[config.mk]
export PLATFORM = sky130hd
export DESIGN_NAME = rf_operand_collector
export DESIGN_NICKNAME = d
export VERILOG_FILES = /design/src/rtl/flux_rf_pkg.sv /design/src/rtl/rf_bypass_mux.sv /design/src/rtl/rf_operand_collector.sv
export SDC_FILE = /design/constraint.sdc
export NUM_CORES = 1
export LEC_CHECK = 0
export ABC_CLOCK_PERIOD_IN_PS = 3020
export CAP_MARGIN = 0
export CORE_AREA = 4 4 347 349
export DETAILED_ROUTE_END_ITERATION = 16
export DIE_AREA = 0 0 351 353
export PLACE_DENSITY = 0.5
export SYNTH_ARGS = -nofsm -noshare
export SYNTH_HDL_FRONTEND = slang
export SYNTH_SLANG_ARGS = --single-unit
[constraint.sdc]
create_clock -name clk -period 3.02 [get_ports clk]
set_input_delay 0.755 -clock clk [delete_from_list [all_inputs] [get_ports clk]]
set_output_delay 0.755 -clock clk [all_outputs]
set_load 0.01 [all_outputs]
[src/rtl/flux_rf_pkg.sv]
// flux_rf_pkg: shared sizes and the collector state encoding for the RF operand collector.
package flux_rf_pkg;
  localparam int NUM_THREADS = 32;
  localparam int NUM_REGS    = 32;
  localparam int DATA_WIDTH  = 128;
  localparam int REG_ADDR_W  = 5;
  localparam int TID_W       = $clog2(NUM_THREADS);
  localparam int TAG_W       = 16;
  typedef enum logic [1:0] {IDLE, RD_AB, RD_C, HOLD} collector_state_e;
endpackage

[src/rtl/rf_bypass_mux.sv]
// rf_bypass_mux: per-operand write-port snoop; with RF_BYPASS_EN a same-cycle write hit
// (same tid/addr, addr != R0) replaces the RF read data, otherwise a plain passthrough.
module rf_bypass_mux
  import flux_rf_pkg::*;
(
  input  logic                  wb_en_i,
  input  logic [TID_W-1:0]      wb_tid_i,
  input  logic [REG_ADDR_W-1:0] wb_addr_i,
  input  logic [DATA_WIDTH-1:0] wb_data_i,
  input  logic [TID_W-1:0]      tid_i,
  input  logic [REG_ADDR_W-1:0] addr_i,
  input  logic [DATA_WIDTH-1:0] rd_data_i,
  output logic [DATA_WIDTH-1:0] data_o
);
`ifdef RF_BYPASS_EN
  assign data_o = (wb_en_i && wb_tid_i == tid_i && wb_addr_i == addr_i && addr_i != '0)
                  ? wb_data_i : rd_data_i;
`else
  logic unused_snoop;
  assign unused_snoop = ^{wb_en_i, wb_tid_i, wb_addr_i, wb_data_i, tid_i, addr_i};
  assign data_o = rd_data_i;
`endif
endmodule

[src/rtl/rf_operand_collector.sv]
// rf_operand_collector: sequences up to three source reads over two RF read ports and hands
// the collected operands to execute; RF_BYPASS_EN enables write-port forwarding at capture.
module rf_operand_collector
  import flux_rf_pkg::*;
(
  input  logic                  clk,
  input  logic                  rst_n,
  input  logic                  issue_valid_i,
  output logic                  issue_ready_o,
  input  logic [TID_W-1:0]      issue_tid_i,
  input  logic [REG_ADDR_W-1:0] issue_src_a_i,
  input  logic [REG_ADDR_W-1:0] issue_src_b_i,
  input  logic [REG_ADDR_W-1:0] issue_src_c_i,
  input  logic [1:0]            issue_num_src_i,
  input  logic [TAG_W-1:0]      issue_tag_i,
  output logic [TID_W-1:0]      rf_rd_tid_a_o,
  output logic [TID_W-1:0]      rf_rd_tid_b_o,
  output logic [REG_ADDR_W-1:0] rf_rd_addr_a_o,
  output logic [REG_ADDR_W-1:0] rf_rd_addr_b_o,
  input  logic [DATA_WIDTH-1:0] rf_rd_data_a_i,
  input  logic [DATA_WIDTH-1:0] rf_rd_data_b_i,
  input  logic                  wb_en_i,
  input  logic [TID_W-1:0]      wb_tid_i,
  input  logic [REG_ADDR_W-1:0] wb_addr_i,
  input  logic [DATA_WIDTH-1:0] wb_data_i,
  output logic                  out_valid_o,
  input  logic                  out_ready_i,
  output logic [TID_W-1:0]      out_tid_o,
  output logic [TAG_W-1:0]      out_tag_o,
  output logic [DATA_WIDTH-1:0] out_op_a_o,
  output logic [DATA_WIDTH-1:0] out_op_b_o,
  output logic [DATA_WIDTH-1:0] out_op_c_o,
  output logic [31:0]           stall_cnt_o
);
  collector_state_e      state_q;
  logic [TID_W-1:0]      tid_q;
  logic [REG_ADDR_W-1:0] src_a_q, src_b_q, src_c_q;
  logic [1:0]            num_q;
  logic [TAG_W-1:0]      tag_q;
  logic [DATA_WIDTH-1:0] op_a_q, op_b_q, op_c_q, cap_a_d, cap_b_d;
  logic                  out_valid_q;
  logic [31:0]           stall_q;
  logic                  accept, rd_ab, rd_c, use_a, use_b;
  assign rd_ab         = state_q == RD_AB;
  assign rd_c          = state_q == RD_C;
  assign issue_ready_o = state_q == IDLE || (state_q == HOLD && out_ready_i);
  assign accept        = issue_valid_i && issue_ready_o;
  // Ports serving a masked source stay at tid 0 / R0 so they never read or bypass.
  assign use_a          = rd_ab && num_q != 2'd0;
  assign use_b          = rd_ab && num_q[1];
  assign rf_rd_tid_a_o  = (use_a || rd_c) ? tid_q : '0;
  assign rf_rd_addr_a_o = use_a ? src_a_q : rd_c ? src_c_q : '0;
  assign rf_rd_tid_b_o  = use_b ? tid_q : '0;
  assign rf_rd_addr_b_o = use_b ? src_b_q : '0;
  rf_bypass_mux u_byp_a (
    .wb_en_i(wb_en_i), .wb_tid_i(wb_tid_i), .wb_addr_i(wb_addr_i), .wb_data_i(wb_data_i),
    .tid_i(rf_rd_tid_a_o), .addr_i(rf_rd_addr_a_o), .rd_data_i(rf_rd_data_a_i), .data_o(cap_a_d)
  );
  rf_bypass_mux u_byp_b (
    .wb_en_i(wb_en_i), .wb_tid_i(wb_tid_i), .wb_addr_i(wb_addr_i), .wb_data_i(wb_data_i),
    .tid_i(rf_rd_tid_b_o), .addr_i(rf_rd_addr_b_o), .rd_data_i(rf_rd_data_b_i), .data_o(cap_b_d)
  );
  always_ff @(posedge clk or negedge rst_n)
    if (!rst_n) begin
      state_q     <= IDLE;
      tid_q       <= '0;
      src_a_q     <= '0;
      src_b_q     <= '0;
      src_c_q     <= '0;
      num_q       <= '0;
      tag_q       <= '0;
      op_a_q      <= '0;
      op_b_q      <= '0;
      op_c_q      <= '0;
      out_valid_q <= 1'b0;
      stall_q     <= '0;
    end else begin
      if (accept) begin
        tid_q   <= issue_tid_i;
        src_a_q <= issue_src_a_i;
        src_b_q <= issue_src_b_i;
        src_c_q <= issue_src_c_i;
        num_q   <= issue_num_src_i;
        tag_q   <= issue_tag_i;
      end
      case (state_q)
        IDLE: if (issue_valid_i) state_q <= RD_AB;
        RD_AB: begin
          op_a_q      <= use_a ? cap_a_d : '0;
          op_b_q      <= use_b ? cap_b_d : '0;
          op_c_q      <= '0;
          state_q     <= (num_q == 2'd3) ? RD_C : HOLD;
          out_valid_q <= num_q != 2'd3;
        end
        RD_C: begin
          op_c_q      <= cap_a_d;
          state_q     <= HOLD;
          out_valid_q <= 1'b1;
        end
        HOLD:
          if (out_ready_i) begin
            state_q     <= issue_valid_i ? RD_AB : IDLE;
            out_valid_q <= 1'b0;
          end else if (stall_q != '1) stall_q <= stall_q + 32'd1;
        default: state_q <= IDLE;
      endcase
    end
  assign out_valid_o = out_valid_q;
  assign out_tid_o   = tid_q;
  assign out_tag_o   = tag_q;
  assign out_op_a_o  = op_a_q;
  assign out_op_b_o  = op_b_q;
  assign out_op_c_o  = op_c_q;
  assign stall_cnt_o = stall_q;
endmodule

==> reports/qor.yml, run 1 <==
status:
  outcome: "completed"
floorplan:
  initial_core_util: 0.158
  row_count: 126
  core_area_mm2: 0.117
  die_area_mm2: 0.124
  die_y_um: 353
  die_w_um: 351
  ios: 896
sta:
  hold_viol: 0
  finalCritPeriodShare: 0.954
  drv_slew: 0
  max-slew-margin-rel: 0.324
  grt_setup_unrepaired: "false"
  finalSetupViolCount: 0
  fmax_mhz: 347
  skew_ns: 0.0322
  post-route-min-period_ns: 2.88
  worst_slew_pin_slew_ns: 1.01
  tns_ns: 0
global_route:
  antenna_found_initial: 9
  grt_max_degree: 115
  grt_pass1_wl_um: 113000
  grt_use_total: 0.120
  grt-ovfl-total: 0
  grt_pass1_vias: 16500
pwr:
  comb_power_share: 0.469
  vdd_ir_drop_max_uv: 635
  clkPwrFrac: 0.216
  p_switching_mw: 12.7
  p_sw_frac: 0.384
  internal_power_mw: 20.4
  leakage_nw: 12.7
  p_seq_frac: 0.315
  powerDensity_mw_per_mm2: 1090
drt:
  wl_per_cell_um: 17.8
  totalWireLength_um: 76600
  drtPass1Iterations: 5
  vias: 16100
  via_per_inst: 3.75
  drc_errors: 0
  antenna_left: 0
  drt_iter0_drc: 855
hold_path:
  hold_class: "input port to asynchronous set/reset pin"
clocking:
  root_buffer: "clkbuf_16"
  cts_hold_buf: 0
  cts.clk_slew.worst_paths_ns: 0.06
  tritoncts: "yes"
  insertion_delay_ns: 0.64
  cts_buffers: 57
  cts.sinks: 457
  cts_buffer_depth: 3
  htree_num_levels: 2
yosys:
  synth_nets: 2382
  ys.flop_type: "dfrtp_1"
  syn_inst: 1939
  ys_types: 42
  synth_area_leader_cell: "dfrtp_1"
  syn-cell-area_mm2: 0.0186
  synth_edf_count: 0
  syn_avg_cell_area_um2: 9.57
  yosys-top-cells-area: "dfrtp_1, o21ai_0, inv_1"
  netlist.area_leader.share: 0.616
  yosys_warnings: 0
  ys_seq_elements: 457
  ys_seq_area_frac: 0.616
  ys_async_sr_fraction: 1.00
cells_and_area:
  final_util: 0.259
  fin_nets: 3149
  n_fill_cell: 12500
  syn_to_final_growth_pct: 63.7
  drive_above_1_share: 0.0884
flow_run:
  maxCapViolCount: 0
worst_setup_path:
  required_ns: 2.26
  cp.arrival_ns: 2.13
  crit_type: "flip-flop to primary output"
  critPathLaunchType: "flip-flop"
  endpoint_kind: "primary output"
  critPathMaxFanout: 10
place:
  dp_hpwl_um: 54700
  io_buffers: 756
  place.gp.congestion: 0.770
## repair_timing
item	4_1_cts	5_1_grt
resized for setup	60	18
pin swaps	1	0
cloned	2	0
buffers inserted	16	2
endpoints found under the setup margin	20	12
## placed cells by master, fill, tap and decap left out, drive strengths merged, types with 3 or more instances in the layout
| master | Yosys | routed |
|---|---|---|
| xor2 | 16 | 16 |
| inv | 388 | 389 |
| clkdlybuf4s50 | 0 | 734 |
| ha | 6 | 6 |
| clkbuf | 102 | 89 |
| nor3 | 3 | 3 |
| nor4 | 5 | 5 |
| and3 | 15 | 15 |
| clkinvlp | 0 | 3 |
| dfrtp | 457 | 457 |
| dlymetal6s2s | 0 | 3 |
| bufinv | 0 | 4 |
| nand3 | 266 | 266 |
| o21ai | 392 | 392 |
| nor2 | 17 | 17 |
| nand2 | 162 | 162 |
| xnor2 | 12 | 12 |
| nand4 | 7 | 7 |
| buf | 21 | 83 |
| clkinv | 0 | 7 |
| mux2 | 39 | 39 |
| a31oi | 4 | 4 |
| nor2b | 7 | 7 |
| o21a | 2 | 3 |
| dlygate4sd2 | 0 | 8 |
| diode | 0 | 11 |
## cells in the mapped netlist, drive strengths merged (2+ instances only)
| cell | number |
|---|---|
| xor2 | 16 |
| mux2 | 39 |
| or4 | 2 |
| inv | 388 |
| nand2 | 162 |
| buf | 21 |
| nor2b | 7 |
| ha | 6 |
| o21a | 2 |
| nor4 | 5 |
| xnor2 | 12 |
| nand4 | 7 |
| a21oi | 2 |
| and2 | 2 |
| nor3 | 3 |
| a31oi | 4 |
| nor2 | 17 |
| clkbuf | 102 |
| and3 | 15 |
| nand3 | 266 |
| dfrtp | 457 |
| o21ai | 392 |
## power groups by stage
stage	registers, mW	clock network, mW	logic [mW]
3_3_place_gp	10.4	0	15.4
4_1_cts	10.5	7.48	15.9
5_1_grt	10.8	7.71	17.0
2_1_floorplan	11.5	0	5.06
3_5_place_dp	10.5	0	15.5
6_report	10.4	7.17	15.6
## stage by stage
step           setup slack [ns]  cell area [um^2]  instances  hold WS, ns  total power [mW]
4_1_cts                  -0.102             30300       4285       0.0414              33.8
3_3_place_gp              0.105             28100       4164        0.473              25.8
5_1_grt                  0.0149             30400       4291       0.0445              35.5
2_1_floorplan             0.387             18600       1939        0.459              16.6
6_report                  0.139             30400       4297       0.0751              33.2
3_5_place_dp             0.0920             28100       4164        0.480              25.9
## final cells by class
type	count	area, um^2	share of cell area
Multi-Input combinational cell	972	5270	0.173
Antenna cell	11	27.5	0.000906
Tap cell	1536	1920	0.0633
Inverter	388	1460	0.0481
Clock inverter	15	190	0.00626
Timing Repair Buffer	830	8290	0.273
Clock buffer	88	1770	0.0581
Sequential cell	457	11400	0.377
## registers in the layout, indices dropped and copies added, names as in the netlist
name and flops:
out_op_a_o 128, out_op_b_o 128, out_op_c_o 128, stall_cnt_o 32, out_tag_o 16, out_tid_o 5, src_a_q 5, src_b_q 5
src_c_q 5, num_q 2, state_q 2, out_valid_o 1
## final timing paths
kind                       slack, ns                        start                     endpoint  cells past startpoint
setup / recovery                0.14       state_q[0]$_DFFE_PN0P_            rf_rd_addr_a_o[4]                      7
hold / removal                  0.08                        rst_n  out_op_b_o[117]$_DFFE_PN0N_                      1
setup reg to reg                0.63       state_q[0]$_DFFE_PN0P_   out_op_c_o[88]$_DFFE_PN0P_                      7
hold reg to reg                 0.48  stall_cnt_o[17]$_DFFE_PN0P_  stall_cnt_o[17]$_DFFE_PN0P_                      1
max in group asynchronous       1.93                        rst_n   stall_cnt_o[4]$_DFFE_PN0P_                      2
min in group clk                0.48  stall_cnt_o[17]$_DFFE_PN0P_  stall_cnt_o[17]$_DFFE_PN0P_                      1
## logic make-up after synthesis
kind of cell               share of synthesized area
AOI/OAI and AO/OA                              0.111
xor gates and xnor gates                      0.0132
adders and majority gates                    0.00405
buffers and inverters                          0.104
DFF                                            0.616
muxes                                         0.0244
and+or+nand+nor                                0.126
## critical path, cell delays in order, from the launching register on
cell and delay [ns]:
dfrtp_2 0.44, ha_4 0.18, buf_12 0.13, buf_6 0.12, o21a_4 0.13, buf_12 0.15, o21ai_0 0.17, buf_2 0.18
## routing by layer
layer  vias to the layer above  track usage  part of all wire
met2                       447        0.201              0.48
met3                       109       0.0391             0.077
met5                         -            0           0.00014
met1                      7827        0.147              0.41
li1                       7731            -                 -
met4                         2       0.0367             0.028
(Power assumes the default switching activity.)
==> run 2: changes to the inputs <==
--- a/config.mk
+++ b/config.mk
@@ -6,7 +6,6 @@
 export NUM_CORES = 1
 export LEC_CHECK = 0
 export ABC_CLOCK_PERIOD_IN_PS = 3020
-export CAP_MARGIN = 0
 export CORE_AREA = 4 4 347 349
 export DETAILED_ROUTE_END_ITERATION = 16
 export DIE_AREA = 0 0 351 353
==> results of run 2 <==
No change in the layout: final DEF, timing and power equal those of run 1.
==> run 3: changes to the inputs <==
--- a/config.mk
+++ b/config.mk
@@ -10,6 +10,7 @@
 export DETAILED_ROUTE_END_ITERATION = 16
 export DIE_AREA = 0 0 351 353
 export PLACE_DENSITY = 0.5
+export SLEW_MARGIN = 20
 export SYNTH_ARGS = -nofsm -noshare
 export SYNTH_HDL_FRONTEND = slang
 export SYNTH_SLANG_ARGS = --single-unit
==> results of run 3 <==
No change in the layout: final DEF, timing and power equal those of run 1.
